<file path="config.mk">
export PLATFORM = sky130hd
export DESIGN_NAME = cic_comb_flat
export DESIGN_NICKNAME = d
export VERILOG_FILES = /design/src/rtl/cic_pkg.sv /design/src/rtl/cic_comb_if.sv /design/src/rtl/cic_comb_delay.sv /design/src/rtl/cic_comb.sv /design/src/flat_wrapper.sv
export SDC_FILE = /design/constraint.sdc
export NUM_CORES = 1
export LEC_CHECK = 0
export ABC_CLOCK_PERIOD_IN_PS = 5340
export CAP_MARGIN = 20
export CORE_MARGIN = 2
export CORE_UTILIZATION = 46
export DETAILED_ROUTE_END_ITERATION = 7
export PLACE_DENSITY = 0.79
export SLEW_MARGIN = 20
export SYNTH_ARGS = -nofsm -noshare
export SYNTH_HDL_FRONTEND = slang
export SYNTH_HIERARCHICAL = 1
export SYNTH_SLANG_ARGS = --single-unit
</file>
<file path="constraint.sdc">
create_clock -name clk_i -period 5.34 [get_ports clk_i]
set_clock_uncertainty 0.2 [all_clocks]
set_input_delay 1.068 -clock clk_i [delete_from_list [all_inputs] [get_ports clk_i]]
set_output_delay 1.068 -clock clk_i [all_outputs]
set_load 0.03 [all_outputs]
</file>
<file path="src/rtl/cic_pkg.sv">
// Shared CIC definitions: channel count and channel-index type, used by both
// the integrator and comb sides of the filter.
package cic_pkg;

    localparam int NUM_CH = 4;

    typedef logic [1:0] ch_idx_t;

    // Comb differential delay M is only supported as 1 or 2.
    function automatic bit diff_delay_ok(input int m);
        return (m == 1) || (m == 2);
    endfunction

endpackage

</file>
<file path="src/rtl/cic_comb_if.sv">
// Sample-in / result-out bundle of the CIC comb stage.
interface cic_comb_if #(
    parameter int WIDTH = 64
);
    import cic_pkg::*;

    logic             en_i;
    logic             clr_i;
    ch_idx_t          sel_i;
    logic [WIDTH-1:0] data_i;
    logic [WIDTH-1:0] data_o;
    ch_idx_t          ch_o;
    logic             valid_o;

    // Producer side: drives samples, observes comb results.
    modport master (
        output en_i, clr_i, sel_i, data_i,
        input  data_o, ch_o, valid_o
    );

    // Comb stage side.
    modport slave (
        input  en_i, clr_i, sel_i, data_i,
        output data_o, ch_o, valid_o
    );

endinterface

</file>
<file path="src/rtl/cic_comb_delay.sv">
// Per-channel comb delay line: DIFF_DELAY words deep, tap_o is the oldest word.
module cic_comb_delay #(
    parameter int WIDTH      = 64,
    parameter int DIFF_DELAY = 1
) (
    input  logic             clk_i,
    input  logic             rstn_i,
    input  logic             clr_i,
    input  logic             shift_i,
    input  logic [WIDTH-1:0] data_i,
    output logic [WIDTH-1:0] tap_o
);

    logic [DIFF_DELAY-1:0][WIDTH-1:0] line;

    // Shift a new word in on each accepted sample; reset and clear zero the line.
    always_ff @(posedge clk_i) begin
        if (!rstn_i) begin
            line <= '0;
        end else if (clr_i) begin
            line <= '0;
        end else if (shift_i) begin
            line[0] <= data_i;
            for (int k = 1; k < DIFF_DELAY; k++) begin
                line[k] <= line[k-1];
            end
        end
    end

    assign tap_o = line[DIFF_DELAY-1];

endmodule

</file>
<file path="src/rtl/cic_comb.sv">
// Four-channel time-multiplexed CIC comb: y = x[n] - x[n-M] per channel,
// with a per-channel fill count so results only flow once the line is primed.
module cic_comb
    import cic_pkg::*;
#(
    parameter int WIDTH      = 64,
    parameter int DIFF_DELAY = 1
) (
    input  logic          clk_i,
    input  logic          rstn_i,
    cic_comb_if.slave     bus
);

    localparam int FW = $clog2(DIFF_DELAY + 1);

    generate
        if (!diff_delay_ok(DIFF_DELAY)) begin : g_bad_delay
            $fatal(1, "cic_comb: DIFF_DELAY must be 1 or 2");
        end
    endgenerate

    logic                         accept;
    logic [NUM_CH-1:0]            shift;
    logic [NUM_CH-1:0][WIDTH-1:0] tap;
    logic [NUM_CH-1:0][FW-1:0]    fill;
    logic                         primed;
    logic [WIDTH-1:0]             diff;

    // A clear discards any sample presented in the same cycle.
    assign accept = bus.en_i & ~bus.clr_i;
    assign primed = (fill[bus.sel_i] == FW'(DIFF_DELAY));
    assign diff   = bus.data_i - tap[bus.sel_i];

    // One-hot shift strobe towards the selected channel's delay line.
    always_comb begin
        shift = '0;
        shift[bus.sel_i] = accept;
    end

    cic_comb_delay #(
        .WIDTH      (WIDTH),
        .DIFF_DELAY (DIFF_DELAY)
    ) u_dly [NUM_CH-1:0] (
        .clk_i   (clk_i),
        .rstn_i  (rstn_i),
        .clr_i   (bus.clr_i),
        .shift_i (shift),
        .data_i  (bus.data_i),
        .tap_o   (tap)
    );

    // Count samples into each channel until its delay line holds real history.
    always_ff @(posedge clk_i) begin
        if (!rstn_i) begin
            fill <= '0;
        end else if (bus.clr_i) begin
            fill <= '0;
        end else if (accept && !primed) begin
            fill[bus.sel_i] <= fill[bus.sel_i] + FW'(1);
        end
    end

    // Register the comb result; data/channel hold when nothing valid is produced.
    always_ff @(posedge clk_i) begin
        if (!rstn_i) begin
            bus.data_o  <= '0;
            bus.ch_o    <= '0;
            bus.valid_o <= 1'b0;
        end else begin
            bus.valid_o <= accept & primed;
            if (accept && primed) begin
                bus.data_o <= diff;
                bus.ch_o   <= bus.sel_i;
            end
        end
    end

endmodule

</file>
<file path="src/flat_wrapper.sv">
// flat-port wrapper written by rule: the top's interface ports become plain ports
module cic_comb_flat import cic_pkg::*;
#(
    parameter int WIDTH      = 64,
    parameter int DIFF_DELAY = 1
)
  (clk_i, rstn_i, bus_en_i, bus_clr_i, bus_sel_i, bus_data_i, bus_data_o, bus_ch_o, bus_valid_o);
  cic_comb_if #(.WIDTH(WIDTH)) bus_i ();
  input  logic clk_i;
  input  logic rstn_i;
  input wire logic [$bits(bus_i.en_i)-1:0] bus_en_i;
  input wire logic [$bits(bus_i.clr_i)-1:0] bus_clr_i;
  input wire logic [$bits(bus_i.sel_i)-1:0] bus_sel_i;
  input wire logic [$bits(bus_i.data_i)-1:0] bus_data_i;
  output wire logic [$bits(bus_i.data_o)-1:0] bus_data_o;
  output wire logic [$bits(bus_i.ch_o)-1:0] bus_ch_o;
  output wire logic [$bits(bus_i.valid_o)-1:0] bus_valid_o;
  assign bus_i.en_i = bus_en_i;
  assign bus_i.clr_i = bus_clr_i;
  assign bus_i.sel_i = bus_sel_i;
  assign bus_i.data_i = bus_data_i;
  assign bus_data_o = bus_i.data_o;
  assign bus_ch_o = bus_i.ch_o;
  assign bus_valid_o = bus_i.valid_o;
  cic_comb #(.WIDTH(WIDTH), .DIFF_DELAY(DIFF_DELAY)) u_core (.clk_i(clk_i), .rstn_i(rstn_i), .bus(bus_i));
endmodule
</file>
==> flow_summary_export.csv, run 1 <==
group,metric,value,unit
detailed_routing,drt_iter0_markers,1110,
detailed_routing,drt_wl_total,46910,um
floorplan,fp.dieH,198.4,um
cts,clkSinkCount,327,
synth,synth_ff_type,"dfxtp_1",
synth,avgSynthCellArea,9.427,um2
detailed_routing,ant_nets,0,
worst_setup_path,crit_path_start,"bus_sel_i[0]",
worst_setup_path,cpPeakStageDelay,0.56,ns
detailed_routing,drc_errors,0,
synth,async_flop_share,0,%
sta,max_freq,0.2092,GHz
global_route,grt_pass1_vias,14040,
worst_setup_path,critPathKind,"in -> reg",
worst_setup_path,reg2reg_to,"u_core/bus.data_o[54]$_SDFFE_PN0P_",
placed_design,portBuffers,136,
finish,nets,2071,
sta,worstMarginPinSlew,0.9507,ns
sta,holdWs,0.2568,ns
worst_setup_path,cp_data_arrival_time,4.99,ns
global_route,grt_max_degree,65,
global_route,grt_antenna_before_repair,2,
cts,clk_pin_slew,0.06,ns
synth,netlist-cell-type-count,70,
global_route,grt-ovfl-total,0,
synth,synth_seq_area_share,37.66,%
floorplan,io_pins,137,
cts,numCtsBuffers,35,
worst_setup_path,cp.required,5.55,ns
finish,fillers,3243,
finish,regArea,6546,um2
sta,grt_setup_unrepaired,"no",
global_route,grtUsageTotal,23.77,%
synth,synth_top_area_share,37.66,%
run_status,status,"finished clean",
synth,synth_area,17380,um2
finish,final_area,20090,um2
sta,finalMaxSlewViolations,0,
cts,cts_tree,"built",
synth,synth-edff-count,0,
cts,cts_setup_buffers,0,
worst_setup_path,ff2ff_path_depth,12,
flow_run,drv_cap,0,
worst_setup_path,cp_cell_sequence,"buf_4 -> mux4_2 -> ha_1 -> fa_1 -> nand2b_1 -> a21oi_1 -> nor2b_1 -> o211ai_1 -> a2111oi_2 -> nor4b_2 -> nor2_1 -> o31a_1 -> a221o_1",
cts,cts_resized,0,
cts,insertion_delay,0.53,ns
worst_setup_path,slowest_stage,"mux4_2",
pwr,max-vdd-ir-drop,0.2134,mV
sta,setup_tns,0,ns
floorplan,die_area,39360,um2
floorplan,die_w,198.4,um
sta,period_minus_slack,4.781,ns
worst_setup_path,critPathCapture,"u_core/bus.data_o[54]$_SDFFE_PN0P_",
detailed_routing,wire_per_inst,19.01,um
placed_design,dp_hpwl,32270,um
finish,drive_gt1_share,9.096,%
cts,hold_buffers,0,
floorplan,rows,71,
detailed_routing,vias_per_cell,5.643,
synth,synth-seq-cells,327,
synth,synth_nets,1984,
worst_setup_path,timing.rr.start,"u_core/u_dly[2]/tap_o[0]$_SDFFE_PP0P_",
worst_setup_path,crit_path_max_fanout,19,
detailed_routing,dr.pass1.iters,5,
synth,yosysTopAreaCell,"dfxtp_1",
worst_hold_path,hp-class,"reg -> reg",
worst_setup_path,critPathCaptureType,"register",
worst_setup_path,worstSetupStartpointType,"input pin",
synth,synthTopCellsByArea,"dfxtp_1 (38%), mux2i_1 (15%), mux4_2 (8.3%), nor2_1 (6.7%), ha_1 (5.0%)",
synth,postSynthCellCount,1844,
floorplan,start_util,46.48,%
sta,slew_headroom,36.62,%
finish,multi_input_area,9769,um2
worst_setup_path,r2r_setup_slack,1.25,ns
cts,cts-root-buf,"clkbuf_16",
sta,period_share,89.53,%
detailed_routing,vias,13930,
cts,h-tree-depth,2,
finish,antennaDiodeCount,0,
placed_design,place_area,18880,um2
synth,yosys_warnings,6,
pwr,p_per_area,287.8,nW/um2
sta,setup_viol,0,
worst_hold_path,min-delay-start,"u_core/bus.data_o[59]$_SDFFE_PN0P_",
sta,hold_viol_final,0,
pwr,leakage,0.007027,uW
placed_design,place_congestion,0.9479,
global_route,grt_pass1_wl,74490,um
cts,clockBufferDepth,3,
finish,syn_to_final_growth,15.55,%
floorplan,core_area,37400,um2
[layout by cell type, fill, tap and decap left out, types with 6 or more instances in the layout]
cell	count
a31oi_1	9
a21o_1	26
and2_1	36
inv_1	92
nand4_1	20
o211a_1	6
mux2i_1	259
ha_1	69
nand2b_1	11
clkbuf_16	37
nor3_1	16
clkbuf_8	6
xor2_1	24
nand2_1	126
clkdlybuf4s50_1	133
o21ai_0	81
xnor2_1	28
nor2b_1	9
buf_4	29
nand3_1	22
a21boi_0	6
nor2_1	305
a21oi_1	80
mux4_2	64
o211ai_1	13
dfxtp_1	327
clkbuf_1	9
o21bai_1	12
[stage by stage]
stage | setup WS, ns | std cells | total power, uW | utilization, %
after floorplan | 0.09634 | 1844 | 3021 | -
after global placement | 0.09173 | 2405 | 3268 | 50.49
after detailed placement | 0.02201 | 2405 | 3279 | 50.49
after CTS | 0.5506 | 2468 | 5799 | 53.71
after global routing | 0.2712 | 2468 | 5973 | 53.71
final | 0.5590 | 2468 | 5782 | 53.71
[logic make-up (layout without fill, tap and decap cells)]
group / after synthesis / in the layout / share of synthesized area [%]
simple gates: 580 / 580 / 14.55
flops: 327 / 327 / 37.66
mux: 324 / 324 / 23.27
compound gates: 283 / 283 / 10.33
buf+inv: 208 / 321 / 6.485
fa+ha+maj: 70 / 70 / 5.082
xor+xnor: 52 / 52 / 2.620
[metal layers]
layer  GRT usage, %  vias to the layer above  share of wire [%]
li1               -                     6573                  -
met1          29.51                     6762                 42
met2          40.74                      481                 48
met3          3.764                      108                6.1
met4          10.58                        2                3.9
met5              0                        -              0.034
[flip-flops by register name (all words and copies together) (netlist names)]
signal	flops
u_core/bus.valid_o	1
u_core/bus.ch_o	2
u_core/u_dly/tap_o	256
u_core/bus.data_o	64
u_core/fill	4
[Yosys cell counts (6+ instances only)]
cell and count:
a21boi_0 6, a21o_1 26, a21oi_1 80, a31oi_1 9, and2_1 36, buf_1 6
buf_2 27, buf_8 24, clkbuf_1 48, dfxtp_1 327, ha_1 69, inv_1 92
mux2i_1 259, mux4_2 64, nand2_1 126, nand2b_1 16, nand3_1 22, nand4_1 20
nor2_1 308, nor2b_1 9, nor3_1 18, o211a_1 6, o211ai_1 13, o21ai_0 81
o21bai_1 12, xnor2_1 28, xor2_1 24
[worst min-delay path by stage]
stage,end,slack (ns),cells after the start
2_1_floorplan,u_core/fill[1]$_SDFFE_PP0P_,0.23,2
3_5_place_dp,u_core/bus.data_o[59]$_SDFFE_PN0P_,0.25,2
5_1_grt,u_core/bus.data_o[59]$_SDFFE_PN0P_,0.28,2
6_report,u_core/bus.data_o[59]$_SDFFE_PN0P_,0.26,2
4_1_cts,u_core/bus.data_o[59]$_SDFFE_PN0P_,0.26,2
3_3_place_gp,u_core/bus.data_o[52]$_SDFFE_PN0P_,0.25,2
[area by class of cell]
class	instances	area share, %
Clock buffer	52	5.189
Clock inverter	11	0.8035
Multi-Input combinational cell	1309	48.64
Inverter	93	1.738
Timing Repair Buffer	165	7.861
Sequential cell	327	32.59
Tap cell	511	3.183
[critical path, delay by kind of cell]
kind	cells	cell delay (ns)
AO/OA/AOI/OAI	5	1.49
adder cells (fa/ha/maj)	2	0.60
buffers and inverters	1	0.36
multiplexers	1	0.56
AND/OR/NAND/NOR	4	0.92
[where the power goes]
part | switching [uW] | total, uW | internal, uW
registers | 18.0 | 2490 | 2470
logic | 462 | 754 | 291
clock network | 992 | 2540 | 1550
Power figures use the tool's default switching activity.
==> run 2: changes to the inputs <==
--- a/config.mk
+++ b/config.mk
@@ -5,7 +5,6 @@
 export SDC_FILE = /design/constraint.sdc
 export NUM_CORES = 1
 export LEC_CHECK = 0
-export ABC_CLOCK_PERIOD_IN_PS = 5340
 export CAP_MARGIN = 20
 export CORE_MARGIN = 2
 export CORE_UTILIZATION = 46
==> results of run 2 <==
The final DEF is identical to that of run 1; final timing and power are the same.
==> run 3: changes to the inputs <==
--- a/config.mk
+++ b/config.mk
@@ -9,6 +9,7 @@
 export CORE_MARGIN = 2
 export CORE_UTILIZATION = 46
 export DETAILED_ROUTE_END_ITERATION = 7
+export GPL_ROUTABILITY_DRIVEN = 0
 export PLACE_DENSITY = 0.79
 export SLEW_MARGIN = 20
 export SYNTH_ARGS = -nofsm -noshare
==> run 3 against run 2 <==
Compared with the run above:
- critical path depth up 2
- wire length up 0.23%
- register-to-register slack better by 0.04 ns
- setup slack better by 0.095 ns
- combinational power about the same
- power down 2.1%
- sequential power about the same
- global-route usage about the same
- maximum frequency up 2.0%
- first-iteration DRC count up 3.1%
- largest cell class unchanged
==> flow_summary_export.csv, run 3 (synthesized netlist as in run 1, its figures left out) <==
group,metric,value,unit
worst_hold_path,min_path_cells,2,
floorplan,rows,71,
worst_setup_path,crit_path_max_fanout,15,
cts,insertion_delay,0.51,ns
run_status,status,"finished clean",
cts,cts_resized,0,
pwr,max-vdd-ir-drop,0.1606,mV
global_route,grt_pass1_wl,74520,um
finish,final_common_cell,"dfxtp_1",
finish,syn_to_final_growth,15.39,%
worst_setup_path,worstSetupStartpointType,"input pin",
worst_setup_path,cp.required,5.54,ns
finish,drive_gt1_share,9.198,%
floorplan,core_area,37400,um2
worst_setup_path,r2r_setup_slack,1.29,ns
floorplan,fp.dieH,198.4,um
sta,setup_viol,0,
cts,clkSinkCount,327,
detailed_routing,wire_per_inst,19.04,um
cts,cts_tree,"built",
finish,stdcell_count,2469,
worst_setup_path,cp_data_arrival_time,4.88,ns
cts,clk_pin_slew,0.06,ns
global_route,grt-ovfl-total,0,
sta,slew_headroom,37.15,%
worst_setup_path,critPathCaptureType,"register",
placed_design,dp.cells,2407,
sta,max_freq,0.2134,GHz
floorplan,die_area,39360,um2
placed_design,portBuffers,136,
worst_setup_path,critPathKind,"in -> reg",
worst_setup_path,reg2reg_to,"u_core/bus.data_o[54]$_SDFFE_PN0P_",
worst_setup_path,ff2ff_path_depth,12,
floorplan,start_util,46.48,%
detailed_routing,drc_errors,0,
detailed_routing,vias_per_cell,5.698,
global_route,grt_pass1_vias,14310,
cts,h-tree-depth,2,
detailed_routing,ant_nets,0,
finish,layout_common_cells,"dfxtp_1 (327), nor2_1 (305), mux2i_1 (259)",
sta,period_share,87.74,%
cts,clockBufferDepth,3,
detailed_routing,vias,14070,
cts,numCtsBuffers,34,
cts,hold_buffers,0,
cts,cts_setup_buffers,0,
sta,setup_tns,0,ns
worst_setup_path,cpPeakStageDelay,0.54,ns
sta,grt_setup_unrepaired,"no",
global_route,grtUsageTotal,23.78,%
floorplan,die_w,198.4,um
worst_setup_path,slowest_stage,"mux4_2",
worst_setup_path,crit_path_start,"bus_sel_i[0]",
pwr,leakage,0.007014,uW
worst_setup_path,path_buf_inv,3,
detailed_routing,dr.pass1.iters,6,
worst_hold_path,min-delay-start,"u_core/bus.data_o[5]$_SDFFE_PN0P_",
worst_hold_path,hp-class,"reg -> reg",
pwr,p_per_area,282.1,nW/um2
worst_hold_path,min_to,"u_core/bus.data_o[5]$_SDFFE_PN0P_",
sta,finalMaxSlewViolations,0,
floorplan,io_pins,137,
detailed_routing,drt_wl_total,47010,um
detailed_routing,drt_iter0_markers,1144,
finish,largest_reg_flops,256,
sta,hold_viol_final,0,
worst_setup_path,timing.rr.start,"u_core/u_dly[2]/tap_o[0]$_SDFFE_PP0P_",
flow_run,drv_cap,0,
worst_setup_path,cp_cell_sequence,"buf_4 -> buf_4 -> mux4_2 -> inv_1 -> ha_1 -> o211ai_1 -> a21oi_1 -> nor2b_1 -> o211ai_1 -> a2111oi_2 -> nor4b_2 -> nor2_1 -> o31a_1 -> nor3_1 -> a221o_1",
cts,cts-root-buf,"clkbuf_16",
worst_setup_path,critPathTopFamily,"compound AO/OA/AOI/OAI gates",
placed_design,dp_hpwl,32180,um
sta,worstMarginPinSlew,0.9427,ns
sta,period_minus_slack,4.686,ns
global_route,grt_antenna_before_repair,4,
finish,nets,2072,
global_route,grt_max_degree,79,
run 3: changes by cell type in the layout (fill, tap and decap cells not counted), sizes merged:
cell,change
buf,+2
bufinv,-2
clkinv,-1
diode,+1
inv,+1
run 3: metrics by stage:
step,setup slack [ns],total power (uW),hold slack (ns),instance area [um2],utilization [%]
3_5_place_dp,0.1460,3276,0.2520,18910,50.56
4_1_cts,0.6900,5669,0.2643,20060,53.62
2_1_floorplan,0.09634,3021,0.2313,17380,-
6_report,0.6544,5658,0.2604,20060,53.63
3_3_place_gp,0.1238,3264,0.2431,18910,50.56
5_1_grt,0.3865,5837,0.2834,20060,53.62
run 3: worst max-delay path by stage:
stage / endpoint / slack [ns] / depth (start not counted)
final: u_core/bus.data_o[54]$_SDFFE_PN0P_ / 0.65 / 15
after global routing: u_core/bus.data_o[60]$_SDFFE_PN0P_ / 0.39 / 15
after CTS: u_core/bus.data_o[58]$_SDFFE_PN0P_ / 0.69 / 15
after detailed placement: u_core/bus.data_o[58]$_SDFFE_PN0P_ / 0.15 / 15
after global placement: u_core/bus.data_o[60]$_SDFFE_PN0P_ / 0.12 / 15
after floorplan: u_core/bus.data_o[61]$_SDFFE_PN0P_ / 0.1 / 16
run 3: tightest hold or removal path, stage by stage, from the launching register on:
cell	delay, ns
dfxtp_1	0.30
nand2_1	0.05
a21boi_0	0.06
run 3: cell type report:
class | instances | area [um2]
flip-flops and latches | 327 | 6546
repair buffers | 167 | 1607
well taps | 511 | 639.4
clock buffers | 52 | 1040
diodes | 1 | 2.502
multi-input cells | 1309 | 9769
inverters | 93 | 349.1
clock inverters | 9 | 105.1
fillers | 3236 | 17340
run 3: report_power, final:
part	internal, uW	switching (uW)	total (uW)
Clock	1440	975	2420
Sequential	2470	17.8	2490
Combinational	293	459	751
Total	4210	1450	5660
run 3: layer usage:
| metal | up-vias | track usage (%) | wire length, um |
|---|---|---|---|
| li1 | 6585 | - | - |
| met1 | 6778 | 28.98 | 19700 |
| met2 | 563 | 41.40 | 22470 |
| met3 | 136 | 3.696 | 2894 |
| met4 | 6 | 10.69 | 1900 |
| met5 | - | 0 | 39 |
